**src/rtl/branch_target_buffer.sv**
```systemverilog
// Direct-mapped branch target buffer with saturating direction counters and zero-latency lookup.
// Optional gshare indexing of the direction counters is enabled by defining BTB_GSHARE_EN.
module branch_target_buffer #(
   parameter int ENTRIES = 16,
   parameter int ADDR_W  = 30,
   parameter int CNT_W   = 2,
   parameter int GHR_W   = 4
) (
   input  logic              clk,
   input  logic              rst,
   input  logic [ADDR_W-1:0] if_pc,
   output logic              pred_hit,
   output logic              pred_taken,
   output logic [ADDR_W-1:0] pred_target,
   input  logic              upd_valid,
   input  logic [ADDR_W-1:0] upd_pc,
   input  logic              upd_taken,
   input  logic [ADDR_W-1:0] upd_target,
   input  logic              upd_cond,
   input  logic              inv_all
);

   localparam int IDX_W = $clog2(ENTRIES);
   localparam int TAG_W = ADDR_W - IDX_W;
   localparam logic [CNT_W-1:0] CNT_MAX = {CNT_W{1'b1}};
   localparam logic [CNT_W-1:0] CNT_WT  = CNT_W'(1) << (CNT_W - 1);
   localparam logic [CNT_W-1:0] CNT_WNT = CNT_WT - CNT_W'(1);

   if (ENTRIES < 2 || (ENTRIES & (ENTRIES - 1)) != 0) begin : g_bad_entries
      $error("ENTRIES must be a power of two and at least 2");
   end
   if (GHR_W < 1 || GHR_W > IDX_W) begin : g_bad_ghr
      $error("GHR_W must be between 1 and IDX_W");
   end

   logic              valid_q  [ENTRIES];
   logic [TAG_W-1:0]  tag_q    [ENTRIES];
   logic [ADDR_W-1:0] target_q [ENTRIES];
   logic              cond_q   [ENTRIES];
   logic [CNT_W-1:0]  cnt_q    [ENTRIES];

   logic [IDX_W-1:0] lk_idx, up_idx, lk_cidx, up_cidx;
   logic [TAG_W-1:0] lk_tag, up_tag;
   logic             up_hit;
   logic [CNT_W-1:0] cnt_cur, cnt_sat;

   assign lk_idx = if_pc[IDX_W-1:0];
   assign lk_tag = if_pc[ADDR_W-1:IDX_W];
   assign up_idx = upd_pc[IDX_W-1:0];
   assign up_tag = upd_pc[ADDR_W-1:IDX_W];

`ifdef BTB_GSHARE_EN
   logic [GHR_W-1:0] ghr_q;
   logic [GHR_W:0]   ghr_shift;

   // Counters live in a pattern table hashed with global history.
   assign lk_cidx   = lk_idx ^ IDX_W'(ghr_q);
   assign up_cidx   = up_idx ^ IDX_W'(ghr_q);
   assign ghr_shift = {ghr_q, upd_taken};

   always_ff @(posedge clk or posedge rst) begin
      if (rst) begin
         ghr_q <= '0;
      end else if (inv_all) begin
         ghr_q <= '0;
      end else if (upd_valid && upd_cond) begin
         ghr_q <= ghr_shift[GHR_W-1:0];
      end
   end
`else
   assign lk_cidx = lk_idx;
   assign up_cidx = up_idx;
`endif

   assign pred_hit    = valid_q[lk_idx] && (tag_q[lk_idx] == lk_tag);
   assign pred_taken  = pred_hit && (!cond_q[lk_idx] || cnt_q[lk_cidx][CNT_W-1]);
   assign pred_target = pred_taken ? target_q[lk_idx] : if_pc + ADDR_W'(1);

   assign up_hit  = valid_q[up_idx] && (tag_q[up_idx] == up_tag);
   assign cnt_cur = cnt_q[up_cidx];

   always_comb begin
      cnt_sat = cnt_cur;
      if (upd_taken) begin
         if (cnt_cur != CNT_MAX) cnt_sat = cnt_cur + CNT_W'(1);
      end else if (cnt_cur != '0) begin
         cnt_sat = cnt_cur - CNT_W'(1);
      end
   end

   always_ff @(posedge clk or posedge rst) begin
      if (rst) begin
         for (int i = 0; i < ENTRIES; i++) begin
            valid_q[i]  <= 1'b0;
            tag_q[i]    <= '0;
            target_q[i] <= '0;
            cond_q[i]   <= 1'b0;
            cnt_q[i]    <= CNT_WNT;
         end
      end else if (inv_all) begin
         // Counters keep their training across a context change.
         for (int i = 0; i < ENTRIES; i++) begin
            valid_q[i] <= 1'b0;
         end
      end else if (upd_valid) begin
         if (up_hit) begin
            if (upd_cond) begin
               cnt_q[up_cidx] <= cnt_sat;
               if (upd_taken) target_q[up_idx] <= upd_target;
            end else begin
               cnt_q[up_cidx]   <= CNT_MAX;
               target_q[up_idx] <= upd_target;
               cond_q[up_idx]   <= 1'b0;
            end
         end else if (upd_taken) begin
            valid_q[up_idx]  <= 1'b1;
            tag_q[up_idx]    <= up_tag;
            target_q[up_idx] <= upd_target;
            cond_q[up_idx]   <= upd_cond;
            cnt_q[up_cidx]   <= upd_cond ? CNT_WT : CNT_MAX;
         end
      end
   end

endmodule

```
**config.mk**
```make
export PLATFORM = sky130hd
export DESIGN_NAME = branch_target_buffer
export DESIGN_NICKNAME = d
export VERILOG_FILES = /design/src/rtl/branch_target_buffer.sv
export SDC_FILE = /design/constraint.sdc
export NUM_CORES = 2
export LEC_CHECK = 0
export BUFFER_PORTS_ARGS = -buffer_cell sky130_fd_sc_hd__buf_2
export CAP_MARGIN = 20
export CORE_AREA = 4 4 381 383
export DETAILED_ROUTE_END_ITERATION = 10
export DIE_AREA = 0 0 385 387
export PLACE_DENSITY = 0.53
export SKIP_CTS_REPAIR_TIMING = 1
export SYNTH_ARGS = -nofsm -noshare
export SYNTH_HDL_FRONTEND = slang
export SYNTH_SLANG_ARGS = --single-unit
```
**constraint.sdc**
```tcl
create_clock -name clk -period 62.8 [get_ports clk]
set_clock_uncertainty 0.1 [all_clocks]
set_input_delay 12.56 -clock clk [delete_from_list [all_inputs] [get_ports clk]]
set_output_delay 12.56 -clock clk [all_outputs]
set_load 0.05 [all_outputs]
```
# == Yosys cells after proc, flatten, opt, wreduce, memory -nomap -nowiden ==
# Index checks and enable logic that the tools add are counted.
# word_totals
ff_bits,960
input_bits,96
out_inout_bits,32
elab_cells,169
# op_classes
add_sub_neg,3
order_cmp,3
eq_ne,5
mux,55
bitwise_logic,8
n_reduce_logical,15
# op_table
cell,n
480-bit two-way mux,3
480-bit bitwise mux,1
416-bit bitwise mux,1
26-bit binary-select mux with 4-bit select,2
26-bit two-way mux,5
30-bit binary-select mux with 4-bit select,1
30-bit demux with 4-bit select,1
30-bit two-way mux,4
16-bit two-way mux,7
26-bit demux with 4-bit select,1
32-bit two-way mux,3
32-bit bitwise mux,2
26-bit equality test,2
32-bit bitwise OR,1
30-bit by 1-bit adder with 30-bit output (second input constant),1
16-bit AND,1
2-bit binary-select mux with 4-bit select,2
16-bit bitwise mux,1
2-bit two-way mux,8
16-bit NOT,1
16-bit bitwise OR,1
1-bit binary-select mux with 4-bit select,3
5-bit >= comparator (second input constant),2
4-bit NOT with 5-bit output,2
other kinds (15),33

# == Longest topological paths before layout ==
# logic_depth
word_depth,10
depth_mapped,16
mapped_depth_nobuf,9

# == Worst setup path after synthesis ==
# Ideal clock, no wire load.
# synth_path
path_kind,input -> output
from,input port if_pc[0]
to,output port pred_target[0]
arrival_ns,16.263
required_ns,50.140
path_slack_ns,33.877
path_stages,13
path_cell_list,buf_2 -> buf_1 -> mux4_2 -> mux2i_1 -> mux2i_1 -> xnor2_1 -> nand4_1 -> nor4_1 -> nand4_1 -> or2_2 -> clkbuf_1 -> buf_1 -> a21oi_1
# synth_via
elab_chain_cells,8
# synth_rtl
element,line_no,rtl
start: declaration,11,"input logic [ADDR_W-1:0] if_pc,"
4-bit NOT with 5-bit output (implied by the code),"75, 76, 77",
26-bit binary-select mux with 4-bit select / 1-bit binary-select mux with 4-bit select (equally long branches),"75, 76",
26-bit two-way mux (implied by the code) / 1-bit two-way mux (equally long branches) (2 in a row),"75, 76",
26-bit equality test / 1-bit logical NOT (equally long branches),"75, 76",
1-bit logical AND / 1-bit logical OR (equally long branches),"75, 76",
1-bit logical AND,76,assign pred_taken = pred_hit && (!cond_q[lk_idx] || cnt_q[lk_cidx][CNT_W-1]);
30-bit two-way mux *,77,assign pred_target = pred_taken ? target_q[lk_idx] : if_pc + ADDR_W'(1);
end: declaration,14,"output logic [ADDR_W-1:0] pred_target,"
# Mark *: on every way between the ends. The rest lies on a longest branch, timed or not. The select of a mux whose other input is x is not followed.

# == Worst setup path in the final report ==
# layout_path
from,input port if_pc[0]
to,output port pred_target[25]
# Same word-level chain as after synthesis.

==> reports/qor.yml <==
placed_design:
  pre_cts_slack_ns: 30.84
  port-buffer-count: 127
  globalplace.congestion: 0.811
  dp.cells: 5036
  detailedPlacementHpwl_um: 92500
routing:
  routed_wire_length_per_instance_um: 29.0
  first_pass_iters: 5
  wl_met2_um: 69900
  drtIter0Drc: 2224
  via_count: 29652
  post_detailed_routing_wire_length_um: 152000
  vias_per_cell: 5.66
  detail_route.wirelength.met1_um: 67900
  post_detailed_route_count_of_antenna_violating_nets: 0
  maxUsedRoutingLayer: "met5"
  wl_met3_um: 10700
  route.detailed.drc: 0
synthesis:
  synth_enable_flop_cells: 0
  yosys.cell_types.count: 74
  postSynthCellCount: 3246
  synth_seq_area_share_pct: 48.7
  synthesis.nets: 3343
  syn_area_sq_um: 49400
  ys_async_sr_fraction_pct: 100
  synth.ff_latch_count: 960
  yosys_warnings: 0
  synth_area_per_cell_sq_um: 15.2
  synth_top_flop_cell: "sky130_fd_sc_hd__dfrtp_1"
die:
  start_util_pct: 34.9
  die_area_sq_um: 149000
  pin_count: 128
  chipHeight_um: 387
  core_area_sq_um: 141000
  die_width_um: 385
  rows: 138
layout:
  final_cell_mix: "944 x sky130_fd_sc_hd__dfrtp_1, 910 x sky130_fd_sc_hd__mux2_2, 332 x sky130_fd_sc_hd__mux4_2"
  nets: 3354
  final-instance-count-excl-fill: 5243
  proportion_of_layout_cells_with_a_drive_suffix_above_1_pct: 50.0
  final_common_cell: "sky130_fd_sc_hd__dfrtp_1"
  final.fill_count: 13167
  flow.area_growth_from_synthesis_pct: 12.1
sta:
  hold_slack_ns: 0.379
  slew_viol_final: 0
  timing.final.crit_period_ns: 32.06
  max_slew.worst_pin.slew_ns: 1.15
  achievable-frequency_ghz: 0.0312
  postLayoutSetupSlackWorst_ns: 30.74
  setup_viol: 0
  timing.slew.headroom_pct: 22.8
  min_period_over_period_pct: 51.0
  finalHoldViolations: 0
  grt_setup_unrepaired: "no"
  total_negative_slack_for_setup_checks_ns: 0
critical_path:
  cp_data_required_time_ns: 50.14
  cp.arrival_ns: 19.40
  end_kind: "output pin"
  timing.critical_path.slowest_stage_cell: "sky130_fd_sc_hd__nand4_1"
  critical-path-max-stage-delay_ns: 1.00
  crit_path_cell_trace: "buf_8 > buf_4 > buf_4 > mux4_2 > mux2i_1 > mux2i_1 > xnor2_1 > nand4_1 > nor4_1 > nand4_1 > or2_2 > mux2_2 > buf_2"
  critical_path_class: "in -> out"
  startpoint_types: "input port"
  cp_max_fo: 48
cts:
  htree_num_levels: 3
  clock_insertion_delay_worst_skew_ns: 0.73
  cts_inserted_buffers: 107
  cts_sinks: 960
  clock_tree.buffer_depth: 3
  cts_root_buffer: "sky130_fd_sc_hd__clkbuf_16"
  cts_tree: "yes"
  clk_transition_reported_paths_ns: 0.06
global_routing:
  antenna_found_initial: 28
  grt_pass1_wl_um: 224000
  globalRouteOverflowTotal: 0
  grtUsageTotal_pct: 20.4
  grt_start_max_net_pins: 117
  grt_pass1_vias: 30645
flow_run:
  max_cap_viol_count: 0
power:
  vdd_drop_max_uv: 20.5
  power.clock.fraction_pct: 39.6
  switching_power_share_of_the_total_pct: 26.1
  p_int_mw: 1.24
  p_leak_nw: 24.5
  p_sw_uw: 436
  share_comb_of_total_power_pct: 15.4
  pwr_density_cell_nw_per_um2: 30.2
  pwr-share-seq_pct: 45.1
status:
  outcome: "complete, no violations"
worst_hold_path:
  holdCritPathClass: "reg -> reg"
cells by family (layout without fill, tap and decap cells):
| family | count (synthesis) | after routing | share of synthesized area, % |
|---|---|---|---|
| multiplexers | 1469 | 1469 | 40.7 |
| flip-flops | 960 | 960 | 48.7 |
| buffers and inverters | 327 | 422 | 3.48 |
| AND/OR/NAND/NOR | 209 | 209 | 2.59 |
| AO/OA/AOI/OAI | 196 | 196 | 2.98 |
| XOR/XNOR | 84 | 84 | 1.49 |
| adder cells (fa/ha/maj) | 1 | 1 | 0.0253 |
| other | 0 | 12 | 0 |
per-layer routing:
layer | vias to the layer above | track usage, %
met1 | 16197 | 28.4
li1 | 12431 | -
met5 | - | 0
met4 | 18 | 4.70
met2 | 778 | 31.4
met3 | 228 | 5.96
power by group through the flow:
stage	clock network, mW	registers (mW)	logic (mW)
2_1_floorplan	0	0.745	0.200
3_3_place_gp	0	0.762	0.254
3_5_place_dp	0	0.763	0.258
4_1_cts	0.678	0.752	0.259
5_1_grt	0.704	0.763	0.278
6_report	0.662	0.753	0.257
critical path, delay by kind of cell:
family	cells	cell delay, ns
muxes	4	1.31
buffers and inverters	4	2.13
and+or+nand+nor	4	2.99
xor gates and xnor gates	1	0.25
synthesized netlist by cell type (10+ instances only):
cell type,instances,area (sq um)
sky130_fd_sc_hd__nor3_1,19,95.1
sky130_fd_sc_hd__mux2_2,910,10200
sky130_fd_sc_hd__xor2_1,19,166
sky130_fd_sc_hd__nand3_1,21,105
sky130_fd_sc_hd__clkbuf_1,116,435
sky130_fd_sc_hd__mux2i_1,142,1420
sky130_fd_sc_hd__a22oi_1,16,120
sky130_fd_sc_hd__dfstp_2,16,420
sky130_fd_sc_hd__o22ai_1,21,131
sky130_fd_sc_hd__buf_1,44,165
sky130_fd_sc_hd__a21o_1,14,105
sky130_fd_sc_hd__a221oi_1,12,105
sky130_fd_sc_hd__nand4_1,17,106
sky130_fd_sc_hd__nand2_1,44,165
sky130_fd_sc_hd__a21oi_1,22,110
sky130_fd_sc_hd__buf_2,63,315
sky130_fd_sc_hd__xnor2_1,65,569
sky130_fd_sc_hd__mux2_1,85,957
sky130_fd_sc_hd__a21oi_2,10,87.6
sky130_fd_sc_hd__a211oi_1,28,210
sky130_fd_sc_hd__buf_6,28,315
sky130_fd_sc_hd__nor2_1,20,75.1
sky130_fd_sc_hd__nor2b_1,18,113
sky130_fd_sc_hd__mux4_2,332,7480
sky130_fd_sc_hd__o21ai_0,11,55.1
sky130_fd_sc_hd__buf_4,51,383
sky130_fd_sc_hd__o32a_1,12,120
sky130_fd_sc_hd__dfrtp_1,944,23600
sky130_fd_sc_hd__inv_1,22,82.6
registers in the layout, indices dropped and copies added (netlist names):
register	flops
tag_q	416
cnt_q	32
valid_q	16
cond_q	16
target_q	480
path summary, 6_finish.rpt:
| check | slack, ns | startpoint | cells after the start | endpoint |
|---|---|---|---|---|
| max | 30.74 | if_pc[0] | 13 | pred_target[25] |
| min | 0.38 | target_q[128]$_DFFE_PP0P_ | 1 | target_q[128]$_DFFE_PP0P_ |
| max reg2reg | 57.86 | tag_q[213]$_DFFE_PP0P_ | 11 | tag_q[353]$_DFFE_PP0P_ |
| min reg2reg | 0.38 | target_q[128]$_DFFE_PP0P_ | 1 | target_q[128]$_DFFE_PP0P_ |
| max in group asynchronous | 46.88 | rst | 6 | tag_q[184]$_DFFE_PP0P_ |
| min in group asynchronous | 11.91 | rst | 2 | target_q[457]$_DFFE_PP0P_ |
cell type report:
class	count	area (sq um)	share of cell area, %
inverter	24	97.6	0.176
clock buffer	158	3090	5.58
multi-input combinational	1959	23800	43.0
sequential	960	24000	43.4
clock inverter	35	597	1.08
timing repair buffer	205	1340	2.41
antenna	12	30.0	0.0543
tap	1890	2360	4.27
stage by stage:
step / power [mW] / instance area (sq um) / util [%]
2_1_floorplan: 0.945 / 49400 / -
3_3_place_gp: 1.02 / 51600 / 36.5
3_5_place_dp: 1.02 / 51600 / 36.5
4_1_cts: 1.69 / 55300 / 39.1
5_1_grt: 1.74 / 55300 / 39.1
6_report: 1.67 / 55300 / 39.1
No activity file was read; power rests on OpenSTA's default activity.
